<file path="src/rtl/syst_pkg.sv">
// ---------------------------------------------------------------------------
// syst_pkg: definitions shared by the systolic-array output collector.
//   COLS_DEF / DW_DEF : default column count and per-column result width.
//   col_word_t        : one column result.
//   row_word_t        : one aligned row, column 0 in the least significant slot.
//   occ_width()       : occupancy counter width for a FIFO of a given depth
//                       (one extra bit so that "full" can be told from "empty").
// ---------------------------------------------------------------------------
package syst_pkg;

    localparam int COLS_DEF = 5;
    localparam int DW_DEF   = 20;

    typedef logic [DW_DEF-1:0]          col_word_t;
    typedef col_word_t [COLS_DEF-1:0]   row_word_t;

    function automatic int occ_width(input int depth);
        return $clog2(depth) + 1;
    endfunction

endpackage

</file>
<file path="src/rtl/syst_col_fifo.sv">
// ---------------------------------------------------------------------------
// syst_col_fifo: single-column synchronous FIFO with a sticky overflow flag.
//   clk_i    : clock, rising edge.
//   rst_i    : asynchronous active-low reset.
//   flush_i  : synchronous clear of pointers, occupancy and overflow flag;
//              wins over push and pop in the same cycle.
//   push_i   : write din_i at the tail (accepted if not full, or if a pop
//              frees the slot in the same cycle).
//   din_i    : data to push.
//   pop_i    : drop the head entry (ignored while empty).
//   full_o   : occupancy == DEPTH.
//   empty_o  : occupancy == 0.
//   head_o   : entry at the head; meaningful only while not empty.
//   ovf_o    : set by a push to a full FIFO without a concurrent pop.
// ---------------------------------------------------------------------------
module syst_col_fifo
    import syst_pkg::*;
#(
    parameter int DW    = DW_DEF,
    parameter int DEPTH = 8
) (
    input  logic          clk_i,
    input  logic          rst_i,
    input  logic          flush_i,
    input  logic          push_i,
    input  logic [DW-1:0] din_i,
    input  logic          pop_i,
    output logic          full_o,
    output logic          empty_o,
    output logic [DW-1:0] head_o,
    output logic          ovf_o
);

    localparam int AW = $clog2(DEPTH);
    localparam int OW = occ_width(DEPTH);

    logic [DW-1:0] r_mem [DEPTH];
    logic [AW-1:0] r_wptr;
    logic [AW-1:0] r_rptr;
    logic [OW-1:0] r_occ;
    logic          r_ovf;

    logic w_full;
    logic w_empty;
    logic w_pop;
    logic w_push;
    logic w_drop;

    assign w_full  = (r_occ == OW'(DEPTH));
    assign w_empty = (r_occ == '0);

    // A pop in the same cycle frees the slot, so a full FIFO still takes
    // the push; only an unmatched push to a full FIFO is lost.
    assign w_pop   = pop_i & ~w_empty;
    assign w_push  = push_i & (~w_full | w_pop);
    assign w_drop  = push_i & w_full & ~w_pop;

    always_ff @(posedge clk_i or negedge rst_i) begin
        if (!rst_i) begin
            r_wptr <= '0;
            r_rptr <= '0;
            r_occ  <= '0;
            r_ovf  <= 1'b0;
        end else if (flush_i) begin
            r_wptr <= '0;
            r_rptr <= '0;
            r_occ  <= '0;
            r_ovf  <= 1'b0;
        end else begin
            if (w_push) begin
                r_wptr <= r_wptr + AW'(1);
            end
            if (w_pop) begin
                r_rptr <= r_rptr + AW'(1);
            end
            case ({w_push, w_pop})
                2'b10:   r_occ <= r_occ + OW'(1);
                2'b01:   r_occ <= r_occ - OW'(1);
                default: r_occ <= r_occ;
            endcase
            if (w_drop) begin
                r_ovf <= 1'b1;
            end
        end
    end

    // Storage needs no reset: an entry is only observed after it is written.
    always_ff @(posedge clk_i) begin
        if (w_push && !flush_i) begin
            r_mem[r_wptr] <= din_i;
        end
    end

    assign full_o  = w_full;
    assign empty_o = w_empty;
    assign head_o  = r_mem[r_rptr];
    assign ovf_o   = r_ovf;

endmodule

</file>
<file path="src/rtl/syst_out_deskew.sv">
// ---------------------------------------------------------------------------
// syst_out_deskew: re-aligns the time-skewed columns of the systolic array
// into whole rows and hands them downstream over valid/ready.
//   clk_i        : clock, rising edge.
//   rst_i        : asynchronous active-low reset.
//   flush_i      : synchronous clear of all FIFOs, overflow flags, counter.
//   y_i          : column results, column j at [j*DW +: DW].
//   yvalid_i     : per-column write strobes.
//   row_o        : aligned row (same packing as y_i), zero when not valid.
//   row_valid_o  : every column FIFO holds at least one entry.
//   row_ready_i  : downstream accepts row_o.
//   rows_out_o   : accepted-row counter, wraps silently.
//   ovf_o        : sticky per-column overflow flags.
//   idle_o       : every column FIFO is empty.
// ---------------------------------------------------------------------------
module syst_out_deskew
    import syst_pkg::*;
#(
    parameter int COLS  = COLS_DEF,
    parameter int DW    = DW_DEF,
    parameter int DEPTH = 8,
    parameter int CNTW  = 16
) (
    input  logic               clk_i,
    input  logic               rst_i,
    input  logic               flush_i,
    input  logic [COLS*DW-1:0] y_i,
    input  logic [COLS-1:0]    yvalid_i,
    output logic [COLS*DW-1:0] row_o,
    output logic               row_valid_o,
    input  logic               row_ready_i,
    output logic [CNTW-1:0]    rows_out_o,
    output logic [COLS-1:0]    ovf_o,
    output logic               idle_o
);

    logic [COLS-1:0] w_full;
    logic [COLS-1:0] w_empty;
    logic [DW-1:0]   w_head [COLS];
    logic            w_valid;
    logic            w_fire;
    logic [CNTW-1:0] r_rows;

    // Validity comes only from registered occupancy, never from yvalid_i.
    assign w_valid = ~|w_empty;
    assign w_fire  = w_valid & row_ready_i;

    for (genvar j = 0; j < COLS; j++) begin : g_col
        syst_col_fifo #(
            .DW    (DW),
            .DEPTH (DEPTH)
        ) u_fifo (
            .clk_i   (clk_i),
            .rst_i   (rst_i),
            .flush_i (flush_i),
            .push_i  (yvalid_i[j]),
            .din_i   (y_i[j*DW +: DW]),
            .pop_i   (w_fire),
            .full_o  (w_full[j]),
            .empty_o (w_empty[j]),
            .head_o  (w_head[j]),
            .ovf_o   (ovf_o[j])
        );

        a_full_not_empty: assert property (
            @(posedge clk_i) disable iff (!rst_i) !(w_full[j] && w_empty[j])
        );
    end

    always_comb begin
        row_o = '0;
        if (w_valid) begin
            for (int unsigned j = 0; j < COLS; j++) begin
                row_o[j*DW +: DW] = w_head[j];
            end
        end
    end

    always_ff @(posedge clk_i or negedge rst_i) begin
        if (!rst_i) begin
            r_rows <= '0;
        end else if (flush_i) begin
            r_rows <= '0;
        end else if (w_fire) begin
            r_rows <= r_rows + CNTW'(1);
        end
    end

    assign row_valid_o = w_valid;
    assign rows_out_o  = r_rows;
    assign idle_o      = &w_empty;

endmodule

</file>
<file path="config.mk">
export PLATFORM = sky130hd
export DESIGN_NAME = syst_out_deskew
export DESIGN_NICKNAME = d
export VERILOG_FILES = /design/src/rtl/syst_pkg.sv /design/src/rtl/syst_col_fifo.sv /design/src/rtl/syst_out_deskew.sv
export SDC_FILE = /design/constraint.sdc
export NUM_CORES = 1
export LEC_CHECK = 0
export BUFFER_PORTS_ARGS = -buffer_cell sky130_fd_sc_hd__buf_2
export CORE_MARGIN = 1.5
export CORE_UTILIZATION = 50
export CTS_CLUSTER_SIZE = 28
export DETAILED_ROUTE_END_ITERATION = 7
export HOLD_SLACK_MARGIN = 0.02
export PLACE_DENSITY = 0.68
export SYNTH_ARGS = -nofsm -noshare
export SYNTH_HDL_FRONTEND = slang
export SYNTH_SLANG_ARGS = --single-unit
</file>
<file path="constraint.sdc">
create_clock -name clk_i -period 8.2 [get_ports clk_i]
set_input_delay 1.23 -clock clk_i [delete_from_list [all_inputs] [get_ports clk_i]]
set_output_delay 1.23 -clock clk_i [all_outputs]
set_load 0.02 [all_outputs]
</file>
==> impl_metrics.json, run 1 <==
{
  "outcome": "completed",
  "seqPwrFrac_pct": 52.4,
  "ys_ff_latch": 871,
  "ys.flop_type": "edfxtp_1",
  "grt_pass1_wl_um": 107000,
  "path_cells": "or4_1 -> nand3_4 -> buf_4 -> nor2_1 -> buf_2",
  "cts-resized-gates": 0,
  "drt_pass1_iterations": 7,
  "drive_above_1_share_pct": 32.0,
  "gp_congestion": 0.796,
  "wirelength_um": 69700,
  "route.detailed.drc": 0,
  "syn-cell-area_um2": 34600,
  "worst_slew_pin_slew_ns": 1.18,
  "syn2layout_area_growth_pct": 16.0,
  "period_needed_ns": 4.65,
  "seq_area_frac_synth_pct": 74.6,
  "grt_max_degree": 72,
  "wl_per_cell_um": 22.7,
  "maxSlewViolCount": 0,
  "port_buffers": 231,
  "coreArea_um2": 68600,
  "drt-vias-per-instance": 5.65,
  "worst_slack_ns": 3.55,
  "fin_hold_ws_ns": 0.510,
  "power_frac_comb_pct": 3.3,
  "final.setup.tns_ns": 0,
  "synth_edf_count": 800,
  "r2r_setup_slack_ns": 4.54,
  "finalNonFillerCells": 3064,
  "fmax_mhz": 215,
  "io_pins": 232,
  "yosysWarnings": 0,
  "final_antenna_net_count": 0,
  "end_kind": "output pin",
  "fp.dieH_um": 266,
  "grt_pass1_vias": 18300,
  "die-area_um2": 70800,
  "fin_crit_sh_pct": 56.7,
  "antenna_found_initial": 10,
  "power_frac_clock_pct": 44.3,
  "netlist-cell-type-count": 43,
  "p_per_area_nw_per_um2": 235,
  "arrival_ns": 3.42,
  "p_sw_share_pct": 20.1,
  "slew_headroom_pct": 21.2,
  "track_usage_pct": 20.0,
  "worstPathMaxFanout": 59,
  "drtIter0Drc": 1221,
  "p_switching_mw": 1.89,
  "finClkSkew_ns": 0.0186,
  "peakVddDrop_mv": 0.183,
  "numCtsBuffers": 90,
  "rows": 96,
  "dp_hpwl_um": 40700,
  "grt-ovfl-total": 0,
  "max_stage_delay_ns": 0.71,
  "n_fill_cell": 5050,
  "clock-sinks": 871,
  "finish.net_count": 2181,
  "drv_cap": 0,
  "cts_tree": "built",
  "internal_power_mw": 7.53,
  "setup_viol": 0,
  "post_cts_buffers": 0,
  "postSynthAreaPerCell_um2": 19.5,
  "hold_viol": 0,
  "h-tree-depth": 3,
  "start_util_pct": 50.4,
  "critPathRequiredTime_ns": 6.97,
  "cp-start-kind": "flop",
  "hold_class": "flop to flop",
  "slowest_stage": "nand3_4",
  "clkLatencyLatePin_ns": 0.64,
  "route.vias.total": 17300,
  "syn_inst": 1778,
  "critPathKind": "flop to output pin",
  "die_x_um": 266,
  "syn_nets": 1908,
  "dp_slack_ns": 3.98,
  "root_buffer": "clkbuf_16",
  "clk_transition_reported_paths_ns": 0.06,
  "placedCellCount": 2890,
  "rsz0062_at_grt": "no",
  "cts_hold_buf": 0,
  "synth-async-reset-ratio_pct": 8.15,
  "power.static_leakage_nw": 13.4,
  "cts_buffer_depth": 3
}
registers in the layout (all words and copies together) (netlist names):
name / cells
g_col.u_fifo.ovf_o: 5
g_col.u_fifo.r_mem: 800
g_col.u_fifo.r_occ: 20
g_col.u_fifo.r_rptr: 15
g_col.u_fifo.r_wptr: 15
rows_out_o: 16
power groups by stage:
| stage | Clock, mW | Sequential, mW | Combinational [mW] |
|---|---|---|---|
| 2_1_floorplan | 0 | 5.03 | 0.164 |
| 3_3_place_gp | 0 | 5.03 | 0.299 |
| 3_5_place_dp | 0 | 5.03 | 0.313 |
| 4_1_cts | 4.26 | 4.94 | 0.314 |
| 5_1_grt | 4.43 | 4.94 | 0.342 |
| 6_report | 4.17 | 4.94 | 0.310 |
cell families after synthesis:
kind of cell	count (synthesis)	synth area share, %
AO/OA/AOI/OAI	102	1.79
XOR/XNOR	27	0.684
adder cells (fa/ha/maj)	21	0.760
buffers and inverters	117	1.37
flip-flops	871	74.6
multiplexers	315	16.4
AND/OR/NAND/NOR	325	4.39
final timing paths:
| kind | startpoint | to | cells past startpoint |
|---|---|---|---|
| max in group asynchronous | rst_i | g_col[3].u_fifo.r_rptr[0]$_DFFE_PN0P_ | 1 |
| min in group asynchronous | rst_i | rows_out_o[9]$_DFFE_PN0P_ | 1 |
| max reg2reg | g_col[2].u_fifo.r_occ[1]$_DFFE_PN0P_ | g_col[4].u_fifo.r_mem[4][18]$_DFFE_PP_ | 5 |
| max | g_col[3].u_fifo.r_occ[1]$_DFFE_PN0P_ | row_o[0] | 5 |
| min | g_col[2].u_fifo.ovf_o$_DFFE_PN0P_ | g_col[2].u_fifo.ovf_o$_DFFE_PN0P_ | 2 |
| min reg2reg | g_col[2].u_fifo.ovf_o$_DFFE_PN0P_ | g_col[2].u_fifo.ovf_o$_DFFE_PN0P_ | 2 |
layout make-up:
class                   count  area (µm²)  share of cell area (%)
flip-flops and latches    871       25800                    64.4
multi-input cells         790        8450                    21.1
clock buffers             117        2440                    6.08
repair buffers            282        1540                    3.85
well taps                 931        1160                    2.90
clock inverters            51         619                    1.54
inverters                  16        60.1                   0.150
diodes                      6        15.0                  0.0374
layer usage:
layer / up-vias / track usage (%) / part of all wire, %
met3: 111 / 4.07 / 5.7
met2: 414 / 33.5 / 51
li1: 7733 / - / -
met4: 14 / 6.07 / 2.0
met1: 9034 / 26.4 / 42
met5: - / 0 / 0.12
through the flow:
stage	cell area, µm²	power (mW)	util [%]
after global placement	37000	5.33	54.0
after CTS	40100	9.52	58.5
after floorplan	34600	5.19	-
after detailed placement	37000	5.35	54.0
after global routing	40100	9.72	58.5
final	40100	9.42	58.5
critical path, delay by kind of cell (launching register included):
kind,cells,cell delay [ns]
buffers and inverters,2,0.80
AND/OR/NAND/NOR,3,1.50
flip-flops,1,0.46
placed cells by master, fill, tap and decap left out, drive strengths merged, types with 3 or more instances in the layout:
master    instances
or4b              4
a21o             15
diode             6
nor3             18
nor2b            13
nor2            172
or3               9
or4               8
a21oi            41
a31oi             6
xnor2            19
and3              4
bufinv           13
and4              4
a21boi            5
a41oi             3
mux2             15
inv              17
ha               21
dfrtp            71
edfxtp          800
clkinvlp          5
a211o             4
mux2i           100
nand2            24
nand3            40
nor4              7
mux4            200
clkbuf          117
o21ai            22
nand2b           10
buf             282
clkinv           32
xor2              8
nand4            10
Yosys cell counts (4+ instances only):
master	number	share of area, %
a21boi_0	5	0.11
a21oi_1	41	0.59
o21ai_0	22	0.32
dfrtp_1	71	5.1
nor2_1	172	1.9
mux2i_1	100	2.9
xor2_1	8	0.20
buf_2	7	0.10
buf_1	7	0.076
a31oi_1	6	0.11
clkbuf_1	81	0.88
xnor2_1	19	0.48
or4b_2	4	0.12
a21o_1	15	0.33
and3_1	4	0.072
and4_1	4	0.10
a211o_1	4	0.10
nor3_1	18	0.26
inv_1	15	0.16
edfxtp_1	800	69
nand2b_1	10	0.18
nor4_1	6	0.11
ha_1	21	0.76
nand2_1	24	0.26
nor2b_1	13	0.24
nand4_1	10	0.18
mux4_2	200	13
mux2_2	15	0.49
or3_1	9	0.16
nand3_1	40	0.58
or4_1	7	0.15
buf_4	5	0.11
Note: power is estimated with default switching activity, not from simulation.
==> inputs of run 2 (changes only) <==
- PLACE_DENSITY: 0.68 -> 0.71
- clock period: 8.2 -> 3.7 ns (I/O delays scaled with it)
==> run 2 against run 1 <==
  * Critical path depth up 1
  * Critical endpoint is now row_o[89]
  * Clock-buffer cell count down 12
  * Sequential power up 120%
  * Combinational power up 120%
  * Register-to-register slack worse by 4.0 ns
==> impl_metrics.json, run 2 (synthesis results as in run 1) <==
{
  "fmax_mhz": 288,
  "port_buffers": 231,
  "r2r_setup_slack_ns": 0.50,
  "path_cells": "nor4_1 -> nor3_2 -> nand3_4 -> buf_12 -> nor2_1 -> buf_2",
  "seqCellArea_um2": 25800,
  "coreArea_um2": 68600,
  "worst_slack_ns": 0.222,
  "drv_cap": 0,
  "final_cell_mix": "edfxtp_1, buf_2, mux4_2",
  "wl_per_cell_um": 22.6,
  "largest_reg_flops": 800,
  "critPathKind": "flop to output pin",
  "p_total_mw": 20.4,
  "drive_above_1_share_pct": 32.5,
  "regMostFlops": "g_col.u_fifo.r_mem",
  "multi_input_area_um2": 8440,
  "maxSlewViolCount": 0,
  "period_needed_ns": 3.48,
  "peakVddDrop_mv": 0.386,
  "finish.net_count": 2199,
  "wirelength_um": 69500,
  "numCtsBuffers": 88,
  "cts_buffer_depth": 3,
  "gp_congestion": 0.792,
  "dp_hpwl_um": 42000,
  "rows": 96,
  "fin_crit_sh_pct": 94.0,
  "finClkSkew_ns": 0.0271,
  "drt-vias-per-instance": 5.63,
  "cts_hold_buf": 0,
  "critPathRequiredTime_ns": 3.14,
  "grt-ovfl-total": 0,
  "outcome": "completed",
  "grt_pass1_vias": 18100,
  "cp_top_family": "simple AND/OR/NAND/NOR gates",
  "clock-sinks": 871,
  "final_common_cell": "edfxtp_1",
  "arrival_ns": 2.92,
  "setup_viol": 0,
  "rsz0062_at_grt": "no",
  "hold_viol": 0,
  "post_cts_buffers": 0,
  "hold_class": "input port to async pin",
  "clkLatencyLatePin_ns": 0.64,
  "root_buffer": "clkbuf_16",
  "slew_headroom_pct": 33.8,
  "cp-start-kind": "flop",
  "grt_pass1_wl_um": 106000,
  "n_fill_cell": 4943,
  "route.detailed.drc": 0,
  "dp_slack_ns": 0.552,
  "route.vias.total": 17300,
  "die_x_um": 266,
  "worstPathMaxFanout": 56,
  "syn2layout_area_growth_pct": 16.0,
  "cts-resized-gates": 0,
  "clk_transition_reported_paths_ns": 0.06,
  "cts_tree": "built",
  "io_pins": 232,
  "power.static_leakage_nw": 13.4,
  "end_kind": "output pin",
  "die-area_um2": 70800,
  "antenna_found_initial": 12,
  "track_usage_pct": 19.9,
  "grt_max_degree": 72,
  "worst-path-buf-inv": 2,
  "slowest_stage": "nand3_4",
  "drtIter0Drc": 1328,
  "final_antenna_net_count": 0,
  "drt_pass1_iterations": 5,
  "fp.dieH_um": 266,
  "max_stage_delay_ns": 0.55,
  "p_per_area_nw_per_um2": 508,
  "start_util_pct": 50.4,
  "final.setup.tns_ns": 0,
  "worst_slew_pin_slew_ns": 0.993,
  "h-tree-depth": 3
}
[run 2: cell types whose count changed in the layout (fill, tap and decap cells not counted), sizes merged]
cell      change
clkbuf       -12
diode         +1
clkinvlp      -2
buf          +20
bufinv        -3
clkinv        +7
inv           +2
[run 2: routing by layer]
layer,global-route usage [%],vias up,part of all wire [%]
li1,-,7761,-
met1,25.9,9009,41
met2,33.7,419,51
met3,4.05,134,5.5
met4,6.94,10,2.7
met5,0,-,0.094
[run 2: worst paths after layout]
check	cells after the start	endpoint	start
worst max-delay path	6	row_o[89]	g_col[0].u_fifo.r_occ[1]$_DFFE_PN0P_
worst min-delay path	1	rows_out_o[6]$_DFFE_PN0P_	rst_i
worst max register to register	8	g_col[3].u_fifo.r_occ[3]$_DFFE_PN0P_	g_col[2].u_fifo.r_occ[0]$_DFFE_PN0P_
worst min register to register	2	g_col[2].u_fifo.ovf_o$_DFFE_PN0P_	g_col[2].u_fifo.ovf_o$_DFFE_PN0P_
max in group asynchronous	1	g_col[4].u_fifo.r_rptr[0]$_DFFE_PN0P_	rst_i
min in group clk_i	1	g_col[1].u_fifo.r_mem[5][2]$_DFFE_PP_	y_i[22]
[run 2: power breakdown]
group          total [mW]  leakage [nW]  internal [mW]  switching, mW
Clock                8.74          1.40           5.11           3.63
Combinational       0.679          3.85          0.246          0.433
Sequential           11.0          8.19           10.9         0.0685
[run 2: area by class of cell]
type                    count  area share, %
diodes                      7         0.0437
clock buffers             105           5.67
clock inverters            55           1.46
inverters                  16          0.150
multi-input cells         790           21.0
flip-flops and latches    871           64.3
well taps                 931           2.90
repair buffers            302           4.41
[run 2: metrics by stage]
| stage | instance area [µm²] | instances | hold slack [ns] | util (%) |
|---|---|---|---|---|
| after floorplan | 34600 | 1778 | 0.259 | - |
| after global placement | 37200 | 2910 | 0.483 | 54.3 |
| after detailed placement | 37200 | 2910 | 0.484 | 54.3 |
| after CTS | 40100 | 3070 | 0.0636 | 58.5 |
| after global routing | 40100 | 3071 | 0.0971 | 58.5 |
| final | 40100 | 3077 | 0.0603 | 58.5 |
